===== config.mk =====
export PLATFORM = sky130hd
export DESIGN_NAME = mac_receiver_flat
export DESIGN_NICKNAME = d
export VERILOG_FILES = /design/src/rtl/mac_receiver_if.sv /design/src/rtl/mac_receiver.sv /design/src/flat_wrapper.sv
export SDC_FILE = /design/constraint.sdc
export NUM_CORES = 1
export LEC_CHECK = 0
export CORE_MARGIN = 5
export CORE_UTILIZATION = 43
export CTS_CLUSTER_DIAMETER = 50
export DETAILED_ROUTE_END_ITERATION = 16
export GPL_TIMING_DRIVEN = 0
export SLEW_MARGIN = 10
export SYNTH_ARGS = -nofsm -noshare
export SYNTH_HDL_FRONTEND = slang
export SYNTH_SLANG_ARGS = --single-unit

===== constraint.sdc =====
create_clock -name clk -period 2.85 [get_ports clk]
set_clock_uncertainty 0.05 [all_clocks]
set_input_delay 0.57 -clock clk [delete_from_list [all_inputs] [get_ports clk]]
set_output_delay 0.57 -clock clk [all_outputs]
set_load 0.005 [all_outputs]

===== src/rtl/mac_receiver_if.sv =====
// mac_receiver_if: PHY receive stream, RX FIFO write port and per-frame status of the MAC receiver.
interface mac_receiver_if;
    logic [7:0]  rxd;
    logic        rxdv;
    logic        rxer;
    logic        fifo_full;
    logic        wr_en;
    logic [7:0]  wr_data;
    logic        frame_start;
    logic        frame_done;
    logic        frame_good;
    logic        crc_err;
    logic        len_err;
    logic        phy_err;
    logic [10:0] rx_len;
    logic [2:0]  mac_rx_state;
    modport slave (
        input  rxd, rxdv, rxer, fifo_full,
        output wr_en, wr_data, frame_start, frame_done, frame_good,
               crc_err, len_err, phy_err, rx_len, mac_rx_state
    );
    modport master (
        output rxd, rxdv, rxer, fifo_full,
        input  wr_en, wr_data, frame_start, frame_done, frame_good,
               crc_err, len_err, phy_err, rx_len, mac_rx_state
    );
endinterface


===== src/rtl/mac_receiver.sv =====
// mac_receiver: Ethernet RX framer; strips preamble/SFD and writes DA..payload through a 4-byte
// delay line so the FCS never reaches the FIFO, then reports CRC/length/PHY status per frame.
module mac_receiver #(
    parameter int MIN_FRAME = 60,
    parameter int MAX_FRAME = 1514
) (
    input logic clk,
    input logic reset,
    mac_receiver_if.slave bus
);
    localparam logic [2:0] IDLE = 3'd0;
    localparam logic [2:0] PREAMBLE = 3'd1;
    localparam logic [2:0] DATA = 3'd2;
    localparam logic [2:0] CHECK = 3'd3;
    localparam logic [2:0] DROP = 3'd4;
    localparam logic [10:0] MIN_LEN = 11'(MIN_FRAME);
    localparam logic [10:0] MAX_LEN = 11'(MAX_FRAME);

    logic [2:0]  st;
    logic [31:0] dl;
    logic [31:0] crc;
    logic [31:0] crc_nxt;
    logic [31:0] crc_out;
    logic [2:0]  nv;
    logic [10:0] cnt;
    logic        tracked;
    logic        line_full;
    logic        crc_bad;
    logic        len_bad;

    function automatic logic [31:0] crc_byte(input logic [31:0] c, input logic [7:0] d);
        logic [31:0] r;
        r = c ^ {24'd0, d};
        for (int i = 0; i < 8; i++) r = r[0] ? (r >> 1) ^ 32'hEDB88320 : r >> 1;
        return r;
    endfunction

    // crc_out is byte-swapped so the first FCS byte on the wire lands in [31:24], like the delay line
    always_comb begin
        line_full = nv[2];
        crc_nxt = crc_byte(crc, dl[31:24]);
        crc_out = ~{crc[7:0], crc[15:8], crc[23:16], crc[31:24]};
        crc_bad = !line_full || dl != crc_out;
        len_bad = cnt < MIN_LEN || cnt > MAX_LEN;
    end

    assign bus.mac_rx_state = st;

    always_ff @(posedge clk) begin
        if (reset) begin
            st <= IDLE;
            dl <= '0;
            crc <= '1;
            nv <= '0;
            cnt <= '0;
            tracked <= 1'b0;
            bus.wr_en <= 1'b0;
            bus.wr_data <= '0;
            bus.frame_start <= 1'b0;
            bus.frame_done <= 1'b0;
            bus.frame_good <= 1'b0;
            bus.crc_err <= 1'b0;
            bus.len_err <= 1'b0;
            bus.phy_err <= 1'b0;
            bus.rx_len <= '0;
        end else begin
            bus.wr_en <= 1'b0;
            bus.frame_start <= 1'b0;
            bus.frame_done <= 1'b0;
            case (st)
                IDLE: begin
                    crc <= '1;
                    if (bus.rxdv && bus.rxd == 8'h55) st <= PREAMBLE;
                end
                PREAMBLE: begin
                    if (!bus.rxdv) st <= IDLE;
                    else if (bus.rxd == 8'hD5) begin
                        st <= DATA;
                        bus.frame_start <= 1'b1;
                        tracked <= 1'b1;
                        bus.frame_good <= 1'b0;
                        bus.crc_err <= 1'b0;
                        bus.len_err <= 1'b0;
                        bus.phy_err <= 1'b0;
                        bus.rx_len <= '0;
                        cnt <= '0;
                        dl <= '0;
                        nv <= '0;
                        crc <= '1;
                    end else if (bus.rxd != 8'h55) begin
                        st <= DROP;
                        tracked <= 1'b0;
                    end
                end
                DATA: begin
                    if (bus.rxer) begin
                        st <= DROP;
                        bus.phy_err <= 1'b1;
                    end else if (!bus.rxdv) st <= CHECK;
                    else if (line_full && bus.fifo_full) begin
                        st <= DROP;
                        bus.phy_err <= 1'b1;
                    end else if (line_full && cnt >= MAX_LEN) begin
                        st <= DROP;
                        bus.len_err <= 1'b1;
                    end else begin
                        dl <= {dl[23:0], bus.rxd};
                        if (line_full) begin
                            bus.wr_en <= 1'b1;
                            bus.wr_data <= dl[31:24];
                            crc <= crc_nxt;
                            cnt <= cnt + 11'(cnt != '1);
                        end else nv <= nv + 3'd1;
                    end
                end
                CHECK: begin
                    st <= IDLE;
                    tracked <= 1'b0;
                    bus.frame_done <= 1'b1;
                    bus.crc_err <= crc_bad;
                    bus.len_err <= len_bad;
                    bus.frame_good <= !(crc_bad || len_bad || bus.phy_err);
                    bus.rx_len <= cnt;
                end
                DROP: begin
                    if (!bus.rxdv) begin
                        st <= IDLE;
                        tracked <= 1'b0;
                        if (tracked) begin
                            bus.frame_done <= 1'b1;
                            bus.frame_good <= 1'b0;
                            bus.rx_len <= cnt;
                        end
                    end
                end
                default: st <= IDLE;
            endcase
        end
    end
endmodule


===== src/flat_wrapper.sv =====
// flat-port wrapper written by rule: the top's interface ports become plain ports
module mac_receiver_flat 
#(
    parameter int MIN_FRAME = 60,
    parameter int MAX_FRAME = 1514
)
  (clk, reset, bus_rxd, bus_rxdv, bus_rxer, bus_fifo_full, bus_wr_en, bus_wr_data, bus_frame_start, bus_frame_done, bus_frame_good, bus_crc_err, bus_len_err, bus_phy_err, bus_rx_len, bus_mac_rx_state);
  mac_receiver_if bus_i ();
  input logic clk;
  input logic reset;
  input wire logic [$bits(bus_i.rxd)-1:0] bus_rxd;
  input wire logic [$bits(bus_i.rxdv)-1:0] bus_rxdv;
  input wire logic [$bits(bus_i.rxer)-1:0] bus_rxer;
  input wire logic [$bits(bus_i.fifo_full)-1:0] bus_fifo_full;
  output wire logic [$bits(bus_i.wr_en)-1:0] bus_wr_en;
  output wire logic [$bits(bus_i.wr_data)-1:0] bus_wr_data;
  output wire logic [$bits(bus_i.frame_start)-1:0] bus_frame_start;
  output wire logic [$bits(bus_i.frame_done)-1:0] bus_frame_done;
  output wire logic [$bits(bus_i.frame_good)-1:0] bus_frame_good;
  output wire logic [$bits(bus_i.crc_err)-1:0] bus_crc_err;
  output wire logic [$bits(bus_i.len_err)-1:0] bus_len_err;
  output wire logic [$bits(bus_i.phy_err)-1:0] bus_phy_err;
  output wire logic [$bits(bus_i.rx_len)-1:0] bus_rx_len;
  output wire logic [$bits(bus_i.mac_rx_state)-1:0] bus_mac_rx_state;
  assign bus_i.rxd = bus_rxd;
  assign bus_i.rxdv = bus_rxdv;
  assign bus_i.rxer = bus_rxer;
  assign bus_i.fifo_full = bus_fifo_full;
  assign bus_wr_en = bus_i.wr_en;
  assign bus_wr_data = bus_i.wr_data;
  assign bus_frame_start = bus_i.frame_start;
  assign bus_frame_done = bus_i.frame_done;
  assign bus_frame_good = bus_i.frame_good;
  assign bus_crc_err = bus_i.crc_err;
  assign bus_len_err = bus_i.len_err;
  assign bus_phy_err = bus_i.phy_err;
  assign bus_rx_len = bus_i.rx_len;
  assign bus_mac_rx_state = bus_i.mac_rx_state;
  mac_receiver #(.MIN_FRAME(MIN_FRAME), .MAX_FRAME(MAX_FRAME)) u_core (.clk(clk), .reset(reset), .bus(bus_i));
endmodule

==> key figures, run 1 <==
Outcome
  • Outcome: finished clean

Placed design
  • Number of port buffers: 39
  • GPL Wtd Cong: 0.8829
  • Final HPWL DP: 10760 um
  • Worst slack, placed: -384.6 ps

Routing
  • Top Layer Used: met4
  • Via density: 5.336
  • Antenna Nets Post-Route: 0
  • Via count: 4568
  • Routed Wire Length: 13860 um
  • Wl on met1: 6334 um
  • Per-cell routed wire length: 16.20 um
  • Drt drc: 0
  • Metal3 WL: 596 um
  • Total iterations of the first detailed-routing run: 4
  • DR iter-0 viols: 276
  • Metal2 WL: 6621 um

Setup path
  • CP endpoint kind: flop
  • Critical Path RT: 3090 ps
  • Crit start category: primary input
  • Crit path kind: primary input to flop
  • Crit path DAT: 3010 ps
  • Critical Path Fanout Max: 10

Synthesis
  • Most used DFF post-synth: dfxtp_1
  • Area of the mapped netlist: 5404 um2
  • Synth warnings: 0
  • Cells after Synth: 627
  • Synth top area share: 40.01%
  • Syn Area/Cell: 8.619 um2
  • Sequential fraction of the synthesis area: 40.01%
  • Synth unique cells: 63
  • Top cells by area, synth: dfxtp_1 (40%), xnor2_1 (11%), nand2_1 (7.5%)
  • Largest area contributor in the netlist: dfxtp_1
  • Flop and latch count out of synthesis: 108
  • Syn Nets: 646
  • Async SR Flop Fraction: 0%
  • Post-synth EDFFs: 0

Floorplan
  • Initial cell density of the core: 43.35%
  • Die footprint: 14910 um2
  • Ports: 42
  • Die Y: 122.1 um
  • Die Wd: 122.1 um
  • Core Region: 12470 um2
  • Number of cell rows: 41

Cells and area
  • Post-layout util: 50.70%
  • Most frequent cells in the layout: nand2_1 (108), dfxtp_1 (108), a21oi_1 (69), xnor2_1 (67), clkdlybuf4s50_1 (39)
  • Diode count: 0
  • Final nets: 698
  • Layout area overhead: 16.95%
  • Ratio of cells with drive above 1 in the final layout: 9.064%

Timing
  • Final Max Tran Viols: 0
  • Peak Freq: 361.9 MHz
  • Worst setup margin: 87.17 ps
  • Slew of the pin with the lowest slew margin: 838.4 ps
  • Slew headroom: 43.70%
  • RSZ-0062 raised after global routing: false
  • Final setup viols: 0
  • Period utilisation layout: 96.94%
  • Hold Slack: 399.4 ps
  • Hold Vio Cnt, Final: 0
  • Crit path time final: 2763 ps

Clock network
  • Clock buffer depth: 2
  • CTS buffer count: 9
  • Clk sinks: 108
  • CTS clk-pin slew, worst paths: 70 ps
  • H-Tree Depth: 3
  • Clock latency on the worst-skew pair: 360 ps
  • TritonCTS clock tree: done
  • Clock Tree Root: clkbuf_16

Global route
  • First-pass GRT wire length: 22330 um
  • Largest net degree at the start of global routing: 19
  • Remaining Overflow, GRT: 0
  • Initial antenna violation count: 0
  • Number of global-route vias before repair: 4360
  • GRT Overall Usage: 19.36%

Power
  • Peak supply drop: 483.1 uV
  • LEAKAGE: 0.002122 uW
  • Power per cell area: 894.6 nW/um2

Flow run
  • Maxcap violations: 0

Min path
  • HP Class: flop to flop
-- kinds of logic after synthesis --
logic type | after synthesis | synth area share [%]
and+or+nand+nor | 226 | 19.75
AOI/OAI and AO/OA | 133 | 16.18
DFF | 108 | 40.01
xor gates and xnor gates | 102 | 18.11
buffers and inverters | 50 | 4.191
adders and majority gates | 6 | 1.389
muxes | 2 | 0.3705
-- state kept, by name (all words and copies together) (netlist names), 3 cells and up --
name / count
u_core.bus.mac_rx_state: 3
u_core.bus.rx_len: 11
u_core.bus.wr_data: 8
u_core.cnt: 11
u_core.crc: 32
u_core.dl: 32
u_core.nv: 3
-- cell usage after synthesis, types with 2 or more instances --
master and count:
nor3_1 17, nor2b_1 3, a22oi_1 4, o21ai_0 7, buf_2 16, a21o_1 2
a211o_1 8, nand3_1 17, o21bai_1 10, xnor2_2 6, a21oi_1 69, a2bb2oi_1 15
or4_1 3, clkbuf_1 17, ha_1 6, nand2_1 108, nor4_2 2, nand2b_1 4
a211oi_1 2, o31a_1 3, buf_4 3, nand4_1 7, nor3b_2 2, xnor2_1 67
nor4_1 9, mux2i_1 2, inv_1 11, and3_1 3, nor2_1 38, xor2_1 26
dfxtp_1 108
-- per-stage QoR --
step                      cell area, um2  TNS (ps)  total power (uW)  instances
after floorplan                     5404         0              3823        627
after global placement              6010    -22310              4396        838
after detailed placement            6010    -22360              4439        838
after CTS                           6295         0              5641        855
after global routing                6320         0              5994        856
final                               6320         0              5653        856
-- final cells by class --
| type | count | area, um2 |
|---|---|---|
| Buffer | 38 | 196.4 |
| Clock buffer | 11 | 232.7 |
| Clock inverter | 5 | 45.04 |
| Fill cell | 1249 | 6146 |
| Inverter | 12 | 45.04 |
| Multi-Input combinational cell | 469 | 3018 |
| Sequential cell | 108 | 2162 |
| Tap cell | 172 | 215.2 |
| Timing Repair Buffer | 41 | 405.4 |
-- layer usage --
metal  GRT usage (%)  vias to the layer above
li1                -                     2249
met1           25.23                     2196
met2           32.25                      100
met3           2.971                       23
met4           7.558                        0
met5               0                        -
-- critical path, stage by stage --
cell,delay [ps]
clkdlybuf4s50_1,410
or4b_4,580
buf_6,160
o211ai_4,240
nand2_2,130
buf_2,230
nor4_1,430
mux2i_1,130
nor2_1,100
-- where the power goes --
| group | switching, uW | internal (uW) |
|---|---|---|
| Sequential | 186 | 1660 |
| Combinational | 1520 | 1100 |
| Clock | 581 | 606 |
-- timing repair --
| action | CTS | global route |
|---|---|---|
| resized for setup | 0 | 7 |
| hold buffers | 0 | 0 |
| setup buffers | 1 | 1 |
| endpoints found under the setup margin | 9 | 63 |
| cloned | 0 | 0 |
| pin swaps | 1 | 2 |
-- path summary, 6_finish.rpt --
| check | cells past startpoint | start | end | slack, ps |
|---|---|---|---|---|
| worst min register to register | 2 | u_core.bus.rx_len[2] | u_core.bus.rx_len[2] | 400 |
| worst min-delay path | 2 | u_core.bus.rx_len[2] | u_core.bus.rx_len[2] | 400 |
| worst max-delay path | 9 | bus_rxd[5] | u_core.nv[0] | 90 |
| worst max register to register | 8 | u_core.dl[26] | u_core.bus.crc_err | 180 |
(Power assumes the default switching activity.)
==> inputs of run 2 (changes only) <==
--- a/config.mk
+++ b/config.mk
@@ -9,7 +9,10 @@
 export CORE_UTILIZATION = 43
 export CTS_CLUSTER_DIAMETER = 50
 export DETAILED_ROUTE_END_ITERATION = 16
+export DONT_BUFFER_PORTS = 1
 export GPL_TIMING_DRIVEN = 0
+export RECOVER_POWER = 25
+export SKIP_LAST_GASP = 1
 export SLEW_MARGIN = 10
 export SYNTH_ARGS = -nofsm -noshare
 export SYNTH_HDL_FRONTEND = slang
==> run 2 against run 1 <==
Compared with the run above:
- first-iteration DRC count is 18% lower
- largest power group unchanged
- largest cell class unchanged
- hold slack worse by 110 ps
- worst setup slack better by 190 ps
- combinational power is 5% lower
- die area stayed put
- global-route usage is 0.061 points higher
- routed wire length is 0.19% lower
- power hardly changed
- clock power is 10% higher
- critical endpoint is now u_core.cnt[2]
==> key figures, run 2 (synthesis results as in run 1) <==
Outcome
  • Outcome: finished clean

Setup path
  • Critical R2R Launch: u_core.bus.mac_rx_state[0]
  • CP endpoint kind: flop
  • Worst Path Buf+Inv: 3 (unchanged)
  • Levels on crit path: 9 (unchanged)
  • Critical Path RT: 3040 ps (-50 ps)
  • RR Endpoint: u_core.cnt[2]
  • Crit path kind: flop to flop
  • Worst path max stage delay: 520 ps (-60 ps)
  • Worst-path cell chain: clkbuf_1 -> nand3b_1 -> a21oi_1 -> nand2_1 -> nor2_1 -> or2_2 -> buf_2 -> buf_2 -> nor2_1
  • Critical Path Fanout Max: 10 (unchanged)
  • Slowest CP cell: dfxtp_1
  • Crit start category: flop
  • Worst setup path start: u_core.bus.mac_rx_state[0]
  • Worst r2r path cells: 9 (+1)
  • CP top delay family: simple AND/OR/NAND/NOR gates
  • Crit path DAT: 2770 ps (-240 ps)
  • Worst reg-to-reg setup slack: 270 ps (+90 ps)

Timing
  • Peak Freq: 388.1 MHz (+7.2%)
  • Final setup viols: 0 (unchanged)
  • Hold Slack: 286.6 ps (-112.8 ps)
  • Final Max Tran Viols: 0 (unchanged)
  • Slew of the pin with the lowest slew margin: 902.1 ps (+63.67 ps)
  • Slew headroom: 39.43% (-4.3 points)
  • Crit path time final: 2577 ps (-185.9 ps)
  • Hold Vio Cnt, Final: 0 (unchanged)
  • RSZ-0062 raised after global routing: false
  • Period utilisation layout: 90.42% (-6.5 points)
  • Fin Setup TNS: 0 ps (unchanged)

Global route
  • Number of global-route vias before repair: 4224 (-3.1%)
  • First-pass GRT wire length: 22250 um (-0.37%)
  • Remaining Overflow, GRT: 0 (unchanged)
  • Largest net degree at the start of global routing: 20 (+1)
  • GRT Overall Usage: 19.43% (+0.061 points)
  • Initial antenna violation count: 0 (unchanged)

Min path
  • Worst hold start: bus_rxd[6]
  • HP Class: primary input to flop
  • Hold endpoint: u_core.dl[6]
  • Hold Path Cell Cnt: 2 (unchanged)

Routing
  • Via count: 4377 (-4.2%)
  • Drt drc: 0 (unchanged)
  • Total iterations of the first detailed-routing run: 4 (unchanged)
  • Antenna Nets Post-Route: 0 (unchanged)
  • Per-cell routed wire length: 16.98 um (+4.8%)
  • DR iter-0 viols: 226 (-18%)
  • Routed Wire Length: 13840 um (-0.19%)
  • Via density: 5.371 (+0.64%)

Cells and area
  • Diode count: 0 (unchanged)
  • Finished Layout Cells: 815 (-4.8%)
  • Ratio of cells with drive above 1 in the final layout: 9.331% (+0.27 points)
  • Layout area overhead: 9.748%
  • Final nets: 657 (-5.9%)
  • Biggest regs: u_core.crc: 32 flops, u_core.dl: 32 flops
  • Commonest non-fill, non-tap cell in the layout: nand2_1
  • Most frequent cells in the layout: nand2_1 (109), dfxtp_1 (108), a21oi_1 (69), xnor2_1 (67), nor2_1 (38)
  • Post-layout util: 47.58% (-3.1 points)

Floorplan
  • Die Wd: 122.1 um (unchanged)
  • Core Region: 12470 um2 (unchanged)
  • Initial cell density of the core: 43.35% (unchanged)
  • Ports: 42 (unchanged)
  • Number of cell rows: 41 (unchanged)
  • Die Y: 122.1 um (unchanged)
  • Die footprint: 14910 um2 (unchanged)

Power
  • LEAKAGE: 0.001987 uW (-6.4%)
  • Power per cell area: 953.7 nW/um2 (+6.6%)
  • Peak supply drop: 404.2 uV (-16%)
  • Total power: 5656 uW (about the same)

Clock network
  • CTS buffer count: 9 (unchanged)
  • Clock Tree Root: clkbuf_16
  • Clock latency on the worst-skew pair: 360 ps (about the same)
  • Post-CTS Hold Buffers: 0 (unchanged)
  • H-Tree Depth: 3 (unchanged)
  • TritonCTS clock tree: done
  • Clock buffer depth: 2 (unchanged)
  • Clk sinks: 108 (unchanged)
  • CTS clk-pin slew, worst paths: 80 ps (about the same)

Placed design
  • Number of port buffers: 0 (-100%)
  • GPL Wtd Cong: 0.9163 (+3.8%)
  • Cells after DPL: 799 (-4.7%)
  • Final HPWL DP: 10750 um (-0.12%)

Flow run
  • Maxcap violations: 0 (unchanged)
==> run 2: final cells by class <==
cell class	count	area [um2]
buffer	38	180.2
clock buffer	9	225.2
clock inverter	7	85.08
fill	1228	6535
inverter	12	45.04
multi-input combinational	469	3018
sequential	108	2162
tap	172	215.2
==> run 2: report_power, final <==
group	switching [uW]	internal [uW]
sequential	194	1660
combinational	1480	1000
clock	614	698
==> run 2: timing repair <==
action                                  in CTS  in global routing
resized for setup                            0                  1
endpoints found under the setup margin       0                  2
buffers inserted                             0                  0
==> run 2: stage by stage <==
| stage | instance area (um2) | worst slack (ps) |
|---|---|---|
| 2_1_floorplan | 5404 | 434.0 |
| 3_3_place_gp | 5619 | 101.0 |
| 3_5_place_dp | 5619 | 101.0 |
| 4_1_cts | 5929 | 267.6 |
| 5_1_grt | 5931 | 58.71 |
| 6_report | 5931 | 273.0 |
==> run 2: metal layers <==
| layer | track usage, % | routed length [um] | up-vias |
|---|---|---|---|
| met3 | 5.803 | 819 | 14 |
| li1 | - | - | 2170 |
| met5 | 0 | 0 | - |
| met1 | 25.48 | 6246 | 2091 |
| met4 | 5.738 | 206 | 0 |
| met2 | 31.01 | 6565 | 102 |
==> run 2: how the worst max path moves through the flow <==
stage,endpoint,slack (ps)
finish,u_core.cnt[2],270
global route,u_core.dl[0],60
CTS,u_core.bus.crc_err,270
detailed placement,u_core.crc[23],100
global placement,u_core.crc[23],100
floorplan,u_core.crc[22],430
==> run 2: worst register-to-register path: cells and delay by family (launching register included) <==
kind                   cells  cell delay (ps)
AOI/OAI and AO/OA          1              300
buffers and inverters      3              790
DFF                        1              520
and+or+nand+nor            5              800
